### config.mk
export PLATFORM = sky130hd
export DESIGN_NAME = timer_alarm_scheduler_flat
export DESIGN_NICKNAME = d
export VERILOG_FILES = /design/src/rtl/timer_alarm_scheduler_if.sv /design/src/rtl/timer_alarm_scheduler.sv /design/src/flat_wrapper.sv
export SDC_FILE = /design/constraint.sdc
export NUM_CORES = 1
export LEC_CHECK = 0
export ABC_AREA = 1
export CORE_ASPECT_RATIO = 1.75
export CORE_UTILIZATION = 34
export CTS_CLUSTER_DIAMETER = 80
export DETAILED_ROUTE_END_ITERATION = 10
export PLACE_DENSITY_LB_ADDON = 0.2
export SETUP_SLACK_MARGIN = 0.05
export SLEW_MARGIN = 20
export SYNTH_ARGS = -nofsm -noshare
export SYNTH_HDL_FRONTEND = slang
export SYNTH_SLANG_ARGS = --single-unit
export TNS_END_PERCENT = 20
### constraint.sdc
create_clock -name HCLK -period 24.4 [get_ports HCLK]
set_clock_uncertainty 0.05 [all_clocks]
set_input_delay 4.88 -clock HCLK [delete_from_list [all_inputs] [get_ports HCLK]]
set_output_delay 4.88 -clock HCLK [all_outputs]
set_load 0.05 [all_outputs]
### src/rtl/timer_alarm_scheduler_if.sv
// Alarm client / timer sideband bundle for timer_alarm_scheduler.
// The master side is the client array plus the timer; the slave side is the scheduler.
interface timer_alarm_scheduler_if #(
  parameter int unsigned REQUESTERS = 4,
  parameter int unsigned TIME_SIZE  = 64
);

  logic [REQUESTERS-1:0]           req_valid;
  logic [REQUESTERS*TIME_SIZE-1:0] req_time;
  logic [REQUESTERS-1:0]           req_ready;
  logic [REQUESTERS-1:0]           cancel;
  logic [REQUESTERS-1:0]           armed;
  logic [REQUESTERS-1:0]           done;
  logic [TIME_SIZE-1:0]            cur_time;
  logic                            tint;
  logic                            timecmp_we;
  logic [TIME_SIZE-1:0]            timecmp_wdata;

  modport master (
    output req_valid, req_time, cancel, cur_time, tint,
    input  req_ready, armed, done, timecmp_we, timecmp_wdata
  );

  modport slave (
    input  req_valid, req_time, cancel, cur_time, tint,
    output req_ready, armed, done, timecmp_we, timecmp_wdata
  );

endinterface

### src/rtl/timer_alarm_scheduler.sv
// Multiplexes one timer compare channel among several absolute-deadline alarm clients.
// A linear scan picks the earliest armed deadline, programs it into TIMECMP, waits for
// the (time-guarded) timer interrupt and pulses done to the owner, then rescans.
// All outputs are registered; the TIMECMP strobe leaves one cycle after the decision
// so that a cancel seen in PROGRAM can still drop the write.
module timer_alarm_scheduler #(
  parameter int unsigned REQUESTERS = 4,
  parameter int unsigned TIME_SIZE  = 64
) (
  input logic                    HCLK,
  input logic                    HRESET,
  timer_alarm_scheduler_if.slave bus
);

  localparam int unsigned IDX_W = (REQUESTERS > 1) ? $clog2(REQUESTERS) : 1;
  localparam logic [IDX_W-1:0] LAST_IDX = IDX_W'(REQUESTERS - 1);

  typedef enum logic [2:0] {
    IDLE    = 3'd0,
    SCAN    = 3'd1,
    PROGRAM = 3'd2,
    WAIT    = 3'd3,
    FIRE    = 3'd4
  } state_t;

  state_t                state, state_nxt;
  logic [IDX_W-1:0]      idx, idx_nxt;
  logic [IDX_W-1:0]      active, active_nxt;
  logic [TIME_SIZE-1:0]  cmp, cmp_nxt;
  logic [IDX_W-1:0]      best_idx, best_idx_nxt;
  logic [TIME_SIZE-1:0]  best_time, best_time_nxt;
  logic                  best_found, best_found_nxt;
  logic [REQUESTERS-1:0] armed_q, armed_nxt;
  logic [REQUESTERS-1:0] done_q, done_nxt;
  logic [REQUESTERS-1:0] ready_q, ready_nxt;
  logic                  we_q, we_nxt;
  logic [TIME_SIZE-1:0]  wdata_q, wdata_nxt;
  logic [TIME_SIZE-1:0]  deadline [REQUESTERS];

  logic [REQUESTERS-1:0] accept;
  logic                  cand_armed;
  logic [TIME_SIZE-1:0]  cand_time;
  logic                  take;
  logic                  sel_found;
  logic [IDX_W-1:0]      sel_idx;
  logic [TIME_SIZE-1:0]  sel_time;
  logic                  fire;
  logic                  restart;
  logic                  open_state;

  assign bus.armed         = armed_q;
  assign bus.done          = done_q;
  assign bus.req_ready     = ready_q;
  assign bus.timecmp_we    = we_q;
  assign bus.timecmp_wdata = wdata_q;

  // Handshake completes only where the slot is offered and not being cancelled.
  assign accept = bus.req_valid & ready_q & ~bus.cancel;

  // Running-minimum step for the slot under the scan pointer; strict compare keeps ties at the lower index.
  always_comb begin
    cand_armed = armed_q[idx];
    cand_time  = deadline[idx];
    take       = cand_armed && (!best_found || (cand_time < best_time));
    sel_found  = best_found || cand_armed;
    sel_idx    = take ? idx : best_idx;
    sel_time   = take ? cand_time : best_time;
  end

  // Interrupt counts only once the timer has actually reached the programmed deadline.
  assign fire = bus.tint && (bus.cur_time >= cmp);

  // Next-state and registered-output logic.
  always_comb begin
    state_nxt      = state;
    idx_nxt        = idx;
    active_nxt     = active;
    cmp_nxt        = cmp;
    best_idx_nxt   = best_idx;
    best_time_nxt  = best_time;
    best_found_nxt = best_found;
    armed_nxt      = (armed_q | accept) & ~bus.cancel;
    done_nxt       = '0;
    we_nxt         = 1'b0;
    wdata_nxt      = wdata_q;
    restart        = 1'b0;
    open_state     = 1'b0;
    ready_nxt      = '0;

    case (state)
      IDLE: begin
        if (|accept) begin
          restart = 1'b1;
        end
      end

      SCAN: begin
        if (|bus.cancel) begin
          restart = 1'b1;
        end else if (idx == LAST_IDX) begin
          if (sel_found) begin
            state_nxt  = PROGRAM;
            active_nxt = sel_idx;
            cmp_nxt    = sel_time;
          end else begin
            // Nothing left: park the compare register out of reach.
            state_nxt = IDLE;
            we_nxt    = 1'b1;
            wdata_nxt = '1;
          end
        end else begin
          idx_nxt        = idx + 1'b1;
          best_found_nxt = sel_found;
          best_idx_nxt   = sel_idx;
          best_time_nxt  = sel_time;
        end
      end

      PROGRAM: begin
        if (|bus.cancel) begin
          restart = 1'b1;
        end else begin
          state_nxt = WAIT;
          we_nxt    = 1'b1;
          wdata_nxt = cmp;
        end
      end

      WAIT: begin
        if (bus.cancel[active]) begin
          restart = 1'b1;
        end else if (fire) begin
          state_nxt         = FIRE;
          done_nxt[active]  = 1'b1;
          armed_nxt[active] = 1'b0;
        end else if (|accept) begin
          restart = 1'b1;
        end
      end

      FIRE: begin
        restart = 1'b1;
      end

      default: begin
        state_nxt = IDLE;
      end
    endcase

    if (restart) begin
      state_nxt      = SCAN;
      idx_nxt        = '0;
      best_found_nxt = 1'b0;
    end

    open_state = (state_nxt == IDLE) || (state_nxt == WAIT);
    for (int i = 0; i < int'(REQUESTERS); i++) begin
      ready_nxt[i] = !armed_nxt[i] && open_state;
    end
  end

  // State and output registers.
  always_ff @(posedge HCLK or posedge HRESET) begin
    if (HRESET) begin
      state      <= IDLE;
      idx        <= '0;
      active     <= '0;
      cmp        <= '0;
      best_idx   <= '0;
      best_time  <= '0;
      best_found <= 1'b0;
      armed_q    <= '0;
      done_q     <= '0;
      ready_q    <= '0;
      we_q       <= 1'b0;
      wdata_q    <= '0;
    end else begin
      state      <= state_nxt;
      idx        <= idx_nxt;
      active     <= active_nxt;
      cmp        <= cmp_nxt;
      best_idx   <= best_idx_nxt;
      best_time  <= best_time_nxt;
      best_found <= best_found_nxt;
      armed_q    <= armed_nxt;
      done_q     <= done_nxt;
      ready_q    <= ready_nxt;
      we_q       <= we_nxt;
      wdata_q    <= wdata_nxt;
    end
  end

  // Deadline storage, captured on acceptance.
  always_ff @(posedge HCLK or posedge HRESET) begin
    if (HRESET) begin
      for (int i = 0; i < int'(REQUESTERS); i++) begin
        deadline[i] <= '0;
      end
    end else begin
      for (int i = 0; i < int'(REQUESTERS); i++) begin
        if (accept[i]) begin
          deadline[i] <= bus.req_time[i*TIME_SIZE +: TIME_SIZE];
        end
      end
    end
  end

endmodule

### src/flat_wrapper.sv
// flat-port wrapper written by rule: the top's interface ports become plain ports
module timer_alarm_scheduler_flat 
#(
  parameter int unsigned REQUESTERS = 4,
  parameter int unsigned TIME_SIZE  = 64
)
  (HCLK, HRESET, bus_req_valid, bus_req_time, bus_cancel, bus_cur_time, bus_tint, bus_req_ready, bus_armed, bus_done, bus_timecmp_we, bus_timecmp_wdata);
  timer_alarm_scheduler_if #(.REQUESTERS(REQUESTERS), .TIME_SIZE(TIME_SIZE)) bus_i ();
  input logic HCLK;
  input logic HRESET;
  input wire logic [$bits(bus_i.req_valid)-1:0] bus_req_valid;
  input wire logic [$bits(bus_i.req_time)-1:0] bus_req_time;
  input wire logic [$bits(bus_i.cancel)-1:0] bus_cancel;
  input wire logic [$bits(bus_i.cur_time)-1:0] bus_cur_time;
  input wire logic [$bits(bus_i.tint)-1:0] bus_tint;
  output wire logic [$bits(bus_i.req_ready)-1:0] bus_req_ready;
  output wire logic [$bits(bus_i.armed)-1:0] bus_armed;
  output wire logic [$bits(bus_i.done)-1:0] bus_done;
  output wire logic [$bits(bus_i.timecmp_we)-1:0] bus_timecmp_we;
  output wire logic [$bits(bus_i.timecmp_wdata)-1:0] bus_timecmp_wdata;
  assign bus_i.req_valid = bus_req_valid;
  assign bus_i.req_time = bus_req_time;
  assign bus_i.cancel = bus_cancel;
  assign bus_i.cur_time = bus_cur_time;
  assign bus_i.tint = bus_tint;
  assign bus_req_ready = bus_i.req_ready;
  assign bus_armed = bus_i.armed;
  assign bus_done = bus_i.done;
  assign bus_timecmp_we = bus_i.timecmp_we;
  assign bus_timecmp_wdata = bus_i.timecmp_wdata;
  timer_alarm_scheduler #(.REQUESTERS(REQUESTERS), .TIME_SIZE(TIME_SIZE)) u_core (.HCLK(HCLK), .HRESET(HRESET), .bus(bus_i));
endmodule
==> run_results.csv <==
group,metric,value,unit
sta,tns,0,ns
cts,cts_sinks,471,
yosys,yosys_warnings,0,
yosys,synth_top_area_share,48.9,%
sta,worst_pin_slew,1.04,ns
power_and_ir_drop,p_leak,15.8,nW
sta,period_share,31.5,%
sta,finalHoldViolations,0,
cts,clk_pin_slew,0.07,ns
yosys,syn-num-nets,3597,
sta,finalSetupViolCount,0,
layout,drive_above_1_share,3.70,%
floorplanning,ios,408,
yosys,synthCells,3138,
cts,cts_buffer_depth,3,
power_and_ir_drop,power_density,63.9,nW/um2
setup_path,crit_path_top_delay_cell,"buf_4",
global_route,grt_pass1_vias,21800,
drt,top_layer,"met5",
flow_run,cap_violations,0,
drt,dr.pass1.iters,5,
drt,wl_met2,45500,um
yosys,yosysMostFrequentCell,"nand2_1",
placed_design,gp_congestion,0.852,
layout,syn_to_final_growth,27.1,%
drt,wl_per_cell,19.4,um
yosys,avgSynthCellArea,7.68,um2
cts,hold_buffers,0,
cts,clock_latency,0.63,ns
floorplanning,die_x,203,um
yosys,async_flop_share,100,%
drt,num_vias,21600,
global_route,grt_util_all_layers,23.9,%
yosys,ys_top_cells_by_count,"nand2_1, dfrtp_1, inv_1, nand3_1, nor2_1",
floorplanning,dieHeight,354,um
setup_path,worst-path-buf-inv,5,
hold_path,hold_class,"reg2reg",
floorplanning,initial_utilization,34.5,%
sta,relSlewSlack,30.8,%
drt,wl_met1,32900,um
setup_path,critPathMaxFanout,118,
sta,slew_violations,0,
layout,nNetsFinal,3912,
floorplanning,coreArea,69800,um2
setup_path,crit_arrival,8.30,ns
sta,rsz0062_at_grt,"false",
sta,fin_crit,7.68,ns
yosys,synth_edf_count,0,
yosys,synth_area_leaders,"dfrtp_1, nand2_1, ha_1",
cts,cts_buffers,47,
yosys,yosysSeqAreaShare,48.9,%
cts,root_buffer,"clkbuf_16",
cts,cts_setup_buffers,0,
floorplanning,fp-row-count,128,
placed_design,portBuffers,407,
setup_path,end_kind,"async pin",
drt,drt_wl_total,85300,um
drt,drt-initial-drc-count,1295,
yosys,synth.cell_area,24100,um2
global_route,grt_max_degree,151,
setup_path,slowest_delay,0.81,ns
drt,via_per_inst,4.90,
status,status,"complete, no violations",
cts,cts_tree,"built",
power_and_ir_drop,irDropWorstVdd,44.5,uV
yosys,ys.flop_type,"dfrtp_1",
placed_design,dpl.hpwl,60600,um
cts,cts-resized-gates,0,
setup_path,crit_family,"buffers and inverters",
setup_path,critPathKind,"in2async",
drt,drc,0,
setup_path,path_cells,"clkdlybuf4s50_1 > inv_8 > buf_4 > buf_4 > buf_4",
global_route,globalRoute.totalOverflow,0,
setup_path,critPathLaunchType,"primary input",
yosys,synth.largest_area_cell,"dfrtp_1",
power_and_ir_drop,totalPowerFinal,1.95,mW
cts,htree_levels,2,
global_route,antenna_found_initial,5,
setup_path,worstPathRequired,25.02,ns
floorplanning,die_area,72000,um2
drt,drtAntennaViolNets,0,
yosys,yosys_register_bits,471,
yosys,ys_types,29,
global_route,grt_pass1_wl,130000,um
drt,met3_length,3940,um
setup_path,cpMostUsedCell,"buf_4",
sta,clock.fmax,130,MHz
[kinds of logic (layout without fill, tap and decap cells)]
kind of cell | count (synthesis) | count (layout) | share of synthesized area, %
buffers and inverters | 539 | 890 | 8.52
and+or+nand+nor | 1642 | 1642 | 27.0
other | 0 | 3 | 0
DFF | 471 | 471 | 48.9
AOI/OAI and AO/OA | 358 | 358 | 8.88
adders and majority gates | 128 | 128 | 6.65
[report_power, final]
part           switching, mW  internal, mW  leakage (nW)
clock                  0.338         0.460         0.818
sequential            0.0256         0.831          6.18
combinational          0.171         0.130          8.82
[through the flow]
step	utilization (%)	area, um2	instances	setup WS (ns)	hold WS (ns)
after floorplan	-	24100	3138	6.33	0.392
after global placement	41.4	28900	4313	15.91	0.404
after detailed placement	41.4	28900	4313	15.88	0.408
after CTS	43.8	30600	4398	16.55	0.424
after global routing	43.8	30600	4402	16.23	0.437
final	43.8	30600	4402	16.72	0.420
[worst paths after layout]
path | cells past startpoint | startpoint | to | slack, ns
max in group HCLK | 9 | bus_cancel[2] | u_core.cmp[13] | 16.73
setup / recovery | 5 | HRESET | u_core.cmp[26] | 16.72
setup reg to reg | 18 | u_core.idx[1] | u_core.cmp[1] | 18.94
hold / removal | 2 | u_core.deadline[46] | u_core.deadline[46] | 0.42
hold reg to reg | 2 | u_core.deadline[46] | u_core.deadline[46] | 0.42
min in group asynchronous | 2 | HRESET | u_core.deadline[205] | 4.77
[sequential cells by signal, summed over array words and instances (netlist names)]
signal / cells
u_core.bus.done: 4
u_core.bus.timecmp_wdata: 64
u_core.best_found: 1
u_core.active: 2
u_core.idx: 2
u_core.bus.armed: 4
u_core.state: 3
u_core.cmp: 64
u_core.bus.req_ready: 4
u_core.bus.timecmp_we: 1
u_core.best_time: 64
u_core.deadline: 256
u_core.best_idx: 2
[area by class of cell]
| type | count | area, um2 |
|---|---|---|
| clock buffers | 62 | 1330 |
| inverters | 373 | 1410 |
| well taps | 910 | 1140 |
| repair buffers | 432 | 4290 |
| fillers | 7237 | 39200 |
| flip-flops and latches | 471 | 11800 |
| clock inverters | 23 | 312 |
| multi-input cells | 2128 | 10300 |
| diodes | 3 | 7.51 |
[routing by layer]
layer,vias to the layer above,track usage [%]
met1,10300,27.4
met4,2,8.68
met5,-,0
met3,116,2.94
met2,595,44.8
li1,10600,-
[placed cells by master (no fill, tap or decap), types with 8 or more instances in the layout]
master,netlist,layout
nor3_1,11,9
nor2_1,171,169
a32oi_1,63,63
a31oi_1,63,63
ha_1,128,128
o21ai_0,85,85
a21oi_1,133,133
nand2_1,1219,1216
clkdlybuf4s50_1,0,407
clkinv_2,0,13
nand4_1,10,10
clkbuf_16,0,48
nand3_1,219,218
buf_4,4,22
dfrtp_1,471,470
clkbuf_8,0,8
inv_1,368,364
[worst min-delay path, stage by stage, from the launching register on]
cell     delay [ns]
dfrtp_1        0.34
nand2_1        0.05
nand2_1        0.04
No activity file was read; power rests on OpenSTA's default activity.
